[config.mk]
export PLATFORM = sky130hd
export DESIGN_NAME = sky130_fd_io__hvc_pwrgood_seq
export DESIGN_NICKNAME = d
export VERILOG_FILES = /design/src/rtl/sky130_fd_io__pwrseq_pkg.sv /design/src/rtl/sky130_fd_io__pwrseq_deb.sv /design/src/rtl/sky130_fd_io__hvc_pwrgood_seq.sv
export SDC_FILE = /design/constraint.sdc
export NUM_CORES = 1
export LEC_CHECK = 0
export CAP_MARGIN = 20
export CORE_ASPECT_RATIO = 0.9
export CORE_MARGIN = 2
export CORE_UTILIZATION = 47
export DETAILED_ROUTE_END_ITERATION = 7
export PLACE_DENSITY = 0.64
export SKIP_LAST_GASP = 1
export SYNTH_ARGS = -nofsm -noshare
export SYNTH_HDL_FRONTEND = slang
export SYNTH_SLANG_ARGS = --single-unit
[constraint.sdc]
create_clock -name CLK -period 3.8 [get_ports CLK]
set_input_delay 0.95 -clock CLK [delete_from_list [all_inputs] [get_ports CLK]]
set_output_delay 0.95 -clock CLK [all_outputs]
set_load 0.1 [all_outputs]
[src/rtl/sky130_fd_io__pwrseq_pkg.sv]
// ============================================================================
// Module      : sky130_fd_io__pwrseq_pkg
// Description : Shared state encodings and output bundle for the HVC
//               power-good sequencer.
// Revision    : 1.0 - initial release
// ============================================================================
`default_nettype none

package sky130_fd_io__pwrseq_pkg;

  localparam int STATE_W = 3;

  localparam logic [STATE_W-1:0] ST_IDLE    = 3'd0;
  localparam logic [STATE_W-1:0] ST_IO_UP   = 3'd1;
  localparam logic [STATE_W-1:0] ST_CORE_UP = 3'd2;
  localparam logic [STATE_W-1:0] ST_RUN     = 3'd3;
  localparam logic [STATE_W-1:0] ST_FAULT   = 3'd4;

  // Registered output bundle, decoded from the next state.
  typedef struct packed {
    logic clamp_en;
    logic io_en;
    logic analog_en;
    logic pwrgood;
    logic fault;
  } pwrseq_out_t;

  // Safe value: clamp armed, everything else released.
  localparam pwrseq_out_t PWRSEQ_OUT_RST = '{clamp_en: 1'b1, default: 1'b0};

endpackage

`default_nettype wire

[src/rtl/sky130_fd_io__pwrseq_deb.sv]
// ============================================================================
// Module      : sky130_fd_io__pwrseq_deb
// Description : 2-flop synchronizer plus saturating debounce counter for one
//               raw supply-present flag. Slow gain, fast loss.
// Revision    : 1.0 - initial release
// ============================================================================
`default_nettype none

module sky130_fd_io__pwrseq_deb #(
  parameter int DEB_CYCLES = 16,
  parameter int CNT_W      = 8
) (
  input  logic clk,
  input  logic rst_n,
  input  logic i_raw,
  output logic o_qual
);

  localparam logic [CNT_W-1:0] c_deb = CNT_W'(DEB_CYCLES);

  logic             r_sync1;
  logic             r_sync2;
  logic [CNT_W-1:0] r_cnt;
  logic [CNT_W-1:0] w_cnt_nxt;

  // Two-stage synchronizer for the asynchronous comparator flag.
  always_ff @(posedge clk or negedge rst_n) begin
    if (!rst_n) begin
      r_sync1 <= 1'b0;
      r_sync2 <= 1'b0;
    end else begin
      r_sync1 <= i_raw;
      r_sync2 <= r_sync1;
    end
  end

  // Count consecutive synced highs, saturating; any synced low clears.
  always_comb begin
    w_cnt_nxt = '0;
    if (r_sync2) begin
      w_cnt_nxt = (r_cnt == c_deb) ? r_cnt : r_cnt + 1'b1;
    end
  end

  // Debounce counter register.
  always_ff @(posedge clk or negedge rst_n) begin
    if (!rst_n) begin
      r_cnt <= '0;
    end else begin
      r_cnt <= w_cnt_nxt;
    end
  end

  // Qualified in the cycle the DEB_CYCLES-th consecutive high sample is
  // taken, and dropped in the very cycle a synced low appears.
  assign o_qual = (w_cnt_nxt == c_deb);

endmodule

`default_nettype wire

[src/rtl/sky130_fd_io__hvc_pwrgood_seq.sv]
// ============================================================================
// Module      : sky130_fd_io__hvc_pwrgood_seq
// Description : HVC power-good sequencer. Qualifies VDDIO/VCCD/VDDA flags,
//               releases IO hold, enables analog, asserts PWRGOOD and keeps
//               the ESD clamp armed whenever supplies are not qualified.
// Revision    : 1.0 - initial release
// ============================================================================
`default_nettype none

module sky130_fd_io__hvc_pwrgood_seq
  import sky130_fd_io__pwrseq_pkg::*;
#(
  parameter int DEB_CYCLES    = 16,
  parameter int SETTLE_CYCLES = 64,
  parameter int CNT_W         = 8
) (
  input  logic               CLK,
  input  logic               RESET_B,
  input  logic               VDDIO_PRESENT,
  input  logic               VCCD_PRESENT,
  input  logic               VDDA_PRESENT,
  input  logic               CLR_FAULT,
  output logic               CLAMP_EN,
  output logic               IO_EN,
  output logic               ANALOG_EN,
  output logic               PWRGOOD,
  output logic               FAULT,
  output logic [STATE_W-1:0] STATE
);

  localparam logic [CNT_W-1:0] c_settle_last = CNT_W'(SETTLE_CYCLES - 1);

  logic               w_q_vddio;
  logic               w_q_vccd;
  logic               w_q_vdda;
  logic               w_loss;
  logic [STATE_W-1:0] r_state;
  logic [STATE_W-1:0] w_state_nxt;
  logic [CNT_W-1:0]   r_settle;
  pwrseq_out_t        w_out;
  pwrseq_out_t        r_out;

  sky130_fd_io__pwrseq_deb #(.DEB_CYCLES(DEB_CYCLES), .CNT_W(CNT_W)) u_deb_vddio (
    .clk(CLK), .rst_n(RESET_B), .i_raw(VDDIO_PRESENT), .o_qual(w_q_vddio)
  );

  sky130_fd_io__pwrseq_deb #(.DEB_CYCLES(DEB_CYCLES), .CNT_W(CNT_W)) u_deb_vccd (
    .clk(CLK), .rst_n(RESET_B), .i_raw(VCCD_PRESENT), .o_qual(w_q_vccd)
  );

  sky130_fd_io__pwrseq_deb #(.DEB_CYCLES(DEB_CYCLES), .CNT_W(CNT_W)) u_deb_vdda (
    .clk(CLK), .rst_n(RESET_B), .i_raw(VDDA_PRESENT), .o_qual(w_q_vdda)
  );

  // VDDA is optional; only VDDIO and VCCD count as a loss.
  assign w_loss = !w_q_vddio || !w_q_vccd;

  // State register.
  always_ff @(posedge CLK or negedge RESET_B) begin
    if (!RESET_B) begin
      r_state <= ST_IDLE;
    end else begin
      r_state <= w_state_nxt;
    end
  end

  // Settle counter: zero outside CORE_UP, so it is cleared on entry.
  always_ff @(posedge CLK or negedge RESET_B) begin
    if (!RESET_B) begin
      r_settle <= '0;
    end else if (r_state != ST_CORE_UP) begin
      r_settle <= '0;
    end else if (r_settle != c_settle_last) begin
      r_settle <= r_settle + 1'b1;
    end
  end

  // Next-state logic; loss is checked before any advance.
  always_comb begin
    w_state_nxt = r_state;
    case (r_state)
      ST_IDLE: begin
        if (w_q_vddio) w_state_nxt = ST_IO_UP;
      end
      ST_IO_UP: begin
        if (!w_q_vddio)    w_state_nxt = ST_IDLE;
        else if (w_q_vccd) w_state_nxt = ST_CORE_UP;
      end
      ST_CORE_UP: begin
        if (w_loss)                           w_state_nxt = ST_FAULT;
        else if (r_settle == c_settle_last)   w_state_nxt = ST_RUN;
      end
      ST_RUN: begin
        if (w_loss) w_state_nxt = ST_FAULT;
      end
      ST_FAULT: begin
        if (CLR_FAULT) w_state_nxt = ST_IDLE;
      end
      default: w_state_nxt = ST_IDLE;
    endcase
  end

  // Output decode from the next state so outputs move with STATE.
  always_comb begin
    w_out = PWRSEQ_OUT_RST;
    case (w_state_nxt)
      ST_IO_UP: begin
        w_out.io_en = 1'b1;
      end
      ST_CORE_UP: begin
        w_out.io_en    = 1'b1;
        w_out.clamp_en = 1'b0;
      end
      ST_RUN: begin
        w_out.io_en     = 1'b1;
        w_out.clamp_en  = 1'b0;
        w_out.pwrgood   = 1'b1;
        w_out.analog_en = w_q_vdda;
      end
      ST_FAULT: begin
        w_out.fault = 1'b1;
      end
      default: w_out = PWRSEQ_OUT_RST;
    endcase
  end

  // Output register.
  always_ff @(posedge CLK or negedge RESET_B) begin
    if (!RESET_B) begin
      r_out <= PWRSEQ_OUT_RST;
    end else begin
      r_out <= w_out;
    end
  end

  assign CLAMP_EN  = r_out.clamp_en;
  assign IO_EN     = r_out.io_en;
  assign ANALOG_EN = r_out.analog_en;
  assign PWRGOOD   = r_out.pwrgood;
  assign FAULT     = r_out.fault;
  assign STATE     = r_state;

endmodule

`default_nettype wire
==> results.md <==
* Final layout net count at 256
* Worst-margin pin slew at 962 ps
* DR vias at 1573
* Starting density of the core at 0.482
* Outcome: finished clean
* Syn Nets at 243
* Worst clock skew at 9.71 ps
* R2R depth at 5
* Pwr/cell area at 362 nW/um^2
* Final worst slack at 1040 ps
* FMAX at 362 MHz
* Most frequent cells in the layout: dfrtp_1, nor2_1, nand3_1, xnor2_1, nand2_1
* First-pass detailed-route iteration total at 4
* Top delay family on crit path: buffers and inverters
* I/O Buffers at 13
* Row cnt at 24
* Vias in the first global route at 1539
* Crit path cell chain: clkdlybuf4s50_1
* Crit path depth at 1
* Slew margin rel. at 0.357
* R2r setup slk at 1420 ps
* Power Total at 0.000937 W
* Capture point of the worst path: STATE[2]
* Critical path startpoint: STATE[2]
* H-tree lvl count at 2
* Leakage dissipation at 1.08 nW
* Dominant synthesized flop cell: dfrtp_1
* Die Footprint at 5480 sq um
* Tmin final at 2760 ps
* Worst-path clk slew at 80 ps
* Max Cap Violations at 0
* Maximum vdd drop at 0.212 mV
* RSZ-0062 raised after global routing: no
* Finish-stage setup viols at 0
* Worst path max stage delay at 1140 ps
* Warnings from Yosys at 0
* Clock Tree Root: clkbuf_8
* Number of hold buffers added after cts at 0
* CP max stage cell: clkdlybuf4s50_1
* DRC at 0
* Post-route setup TNS at 0 ps
* Sink Count at 46
* Clock latency on the worst-skew pair at 300 ps
* Clock Tree Buf Depth at 2
* Fraction of the cycle the final worst path needs at 0.727
* DR WL/cell at 12.7 um
* Slew Limit Fails at 0
* Post-synth EDFFs at 0
* Via/cell ratio at 5.09
* Synthesis-to-finish area growth at 12.4%
* Yosys cell types at 41
* Die Ht at 70.4 um
* Die X at 77.8 um
* Startpoint Class: flop
* Count of state elements after synthesis at 46
* Core area at 4770 sq um
* Crit-path max FO at 4
* Largest net degree at the start of global routing at 47
* Crit end category: output port
* Register area at 1150 sq um
* First-pass GRT wire length at 6910 um
* Final Hold Vio Count at 0
* HPWL after detailed placement at 2710 um
* Critical Path RT at 2850 ps
* Synthesized area at 2300 sq um
* # Post-CTS Setup Buffers at 0
* CTS tree: built
* Post-synth ARST share at 1.00
* Top Ports at 14
* Sequential area share after synthesis at 0.500
* Share of cells above drive strength 1 at 0.0861
* Cells after Synth at 230
* Worst r2r dst: CLAMP_EN
* Grt ovf at 0
* Placement Cell Area at 2460 sq um
* Cts bufs inserted at 5
* # resized after CTS at 0
* Post-Syn Area per Cell at 10.0 sq um
* Total Routing Usage GR at 0.161
* ANT nets after route at 0
* Initial antenna violation count at 0
* Finished Cell Area at 2590 sq um
* Fill count at 433
* Worst setup path class: reg2out
* Most common cell after layout, fill and taps aside: dfrtp_1
* Wirelength, routed at 3930 um
* DR iter-0 viols at 70
* Worst min path class: reg2reg
* CP Data Arrival Time at 1810 ps
* Multi-input logic area at 1070 sq um
* Bufs and invs on worst path at 1
* Reg-to-Reg Start: u_deb_vddio.r_cnt[2]
* Diodes inserted at 0
* Routability cong. at 0.789
* Worst slack at placement at 1350 ps
-- through the flow --
step,utilization,hold WS (ps),cells
6_report,0.542,357,309
5_1_grt,0.542,373,309
3_5_place_dp,0.515,338,300
3_3_place_gp,0.515,332,300
4_1_cts,0.538,362,308
2_1_floorplan,-,331,230
-- Yosys cell counts (2+ instances only) --
cell      instances  area share
o22a_2            2      0.0087
and2_1           10       0.027
o21ai_0           8       0.017
nor4b_1           2      0.0076
inv_1             9       0.015
nand2_1          14       0.023
or3_1             4       0.011
dfrtp_1          45        0.49
ha_1              7       0.038
xnor2_1          18       0.068
nand4_1           6       0.016
xor2_1            8       0.030
nand2b_1          2      0.0054
nand3_1          18       0.039
nor2b_1           3      0.0081
and3_1            3      0.0081
a31oi_1           4       0.011
nor2_1           33       0.054
a21oi_1           5       0.011
clkbuf_1          5      0.0081
nor3_1            4      0.0087
-- final cells by class --
type,count,share of cell area
repair buffers,14,0.0532
flip-flops and latches,46,0.445
multi-input cells,167,0.415
well taps,65,0.0314
inverters,9,0.0130
clock buffers,5,0.0266
clock inverters,3,0.0155
-- registers in the layout, indices dropped and copies added, names as in the netlist, 3 cells and up --
signal             cells
u_deb_vddio.r_cnt      8
STATE                  3
u_deb_vccd.r_cnt       8
r_settle               8
u_deb_vdda.r_cnt       8
-- worst min path at each step --
stage                              from                  end  slack (ps)  cells after the start
floorplan            u_deb_vccd.r_sync1   u_deb_vccd.r_sync2         330                      0
global placement     u_deb_vccd.r_sync1   u_deb_vccd.r_sync2         330                      0
detailed placement  u_deb_vddio.r_sync1  u_deb_vddio.r_sync2         340                      0
CTS                  u_deb_vccd.r_sync1   u_deb_vccd.r_sync2         360                      0
global route        u_deb_vddio.r_sync1  u_deb_vddio.r_sync2         370                      0
finish               u_deb_vccd.r_sync1   u_deb_vccd.r_sync2         360                      0
-- routing by layer --
metal  vias to the layer above  global-route usage  routed length [um]
li1                        813                   -                   -
met1                       744               0.223                2030
met2                        11               0.243                1720
met3                         5              0.0452                 121
met4                         0              0.0536                  53
met5                         -                   0                   0
-- where the power goes --
group / leakage (nW) / internal (W) / switching (W) / total (W)
Sequential: 0.618 / 0.000500 / 0.0000148 / 0.000515
Combinational: 0.400 / 0.0000302 / 0.0000356 / 0.0000659
Clock: 0.0579 / 0.000194 / 0.000163 / 0.000356
Total: 1.08 / 0.000724 / 0.000213 / 0.000937
-- cells by family after synthesis --
logic type      after synthesis  synth area share
fa+ha+maj                     7            0.0380
simple gates                107             0.252
flops                        46             0.500
compound gates               27            0.0782
buf+inv                      17            0.0331
xor+xnor                     26            0.0989
No activity file was read; power rests on OpenSTA's default activity.
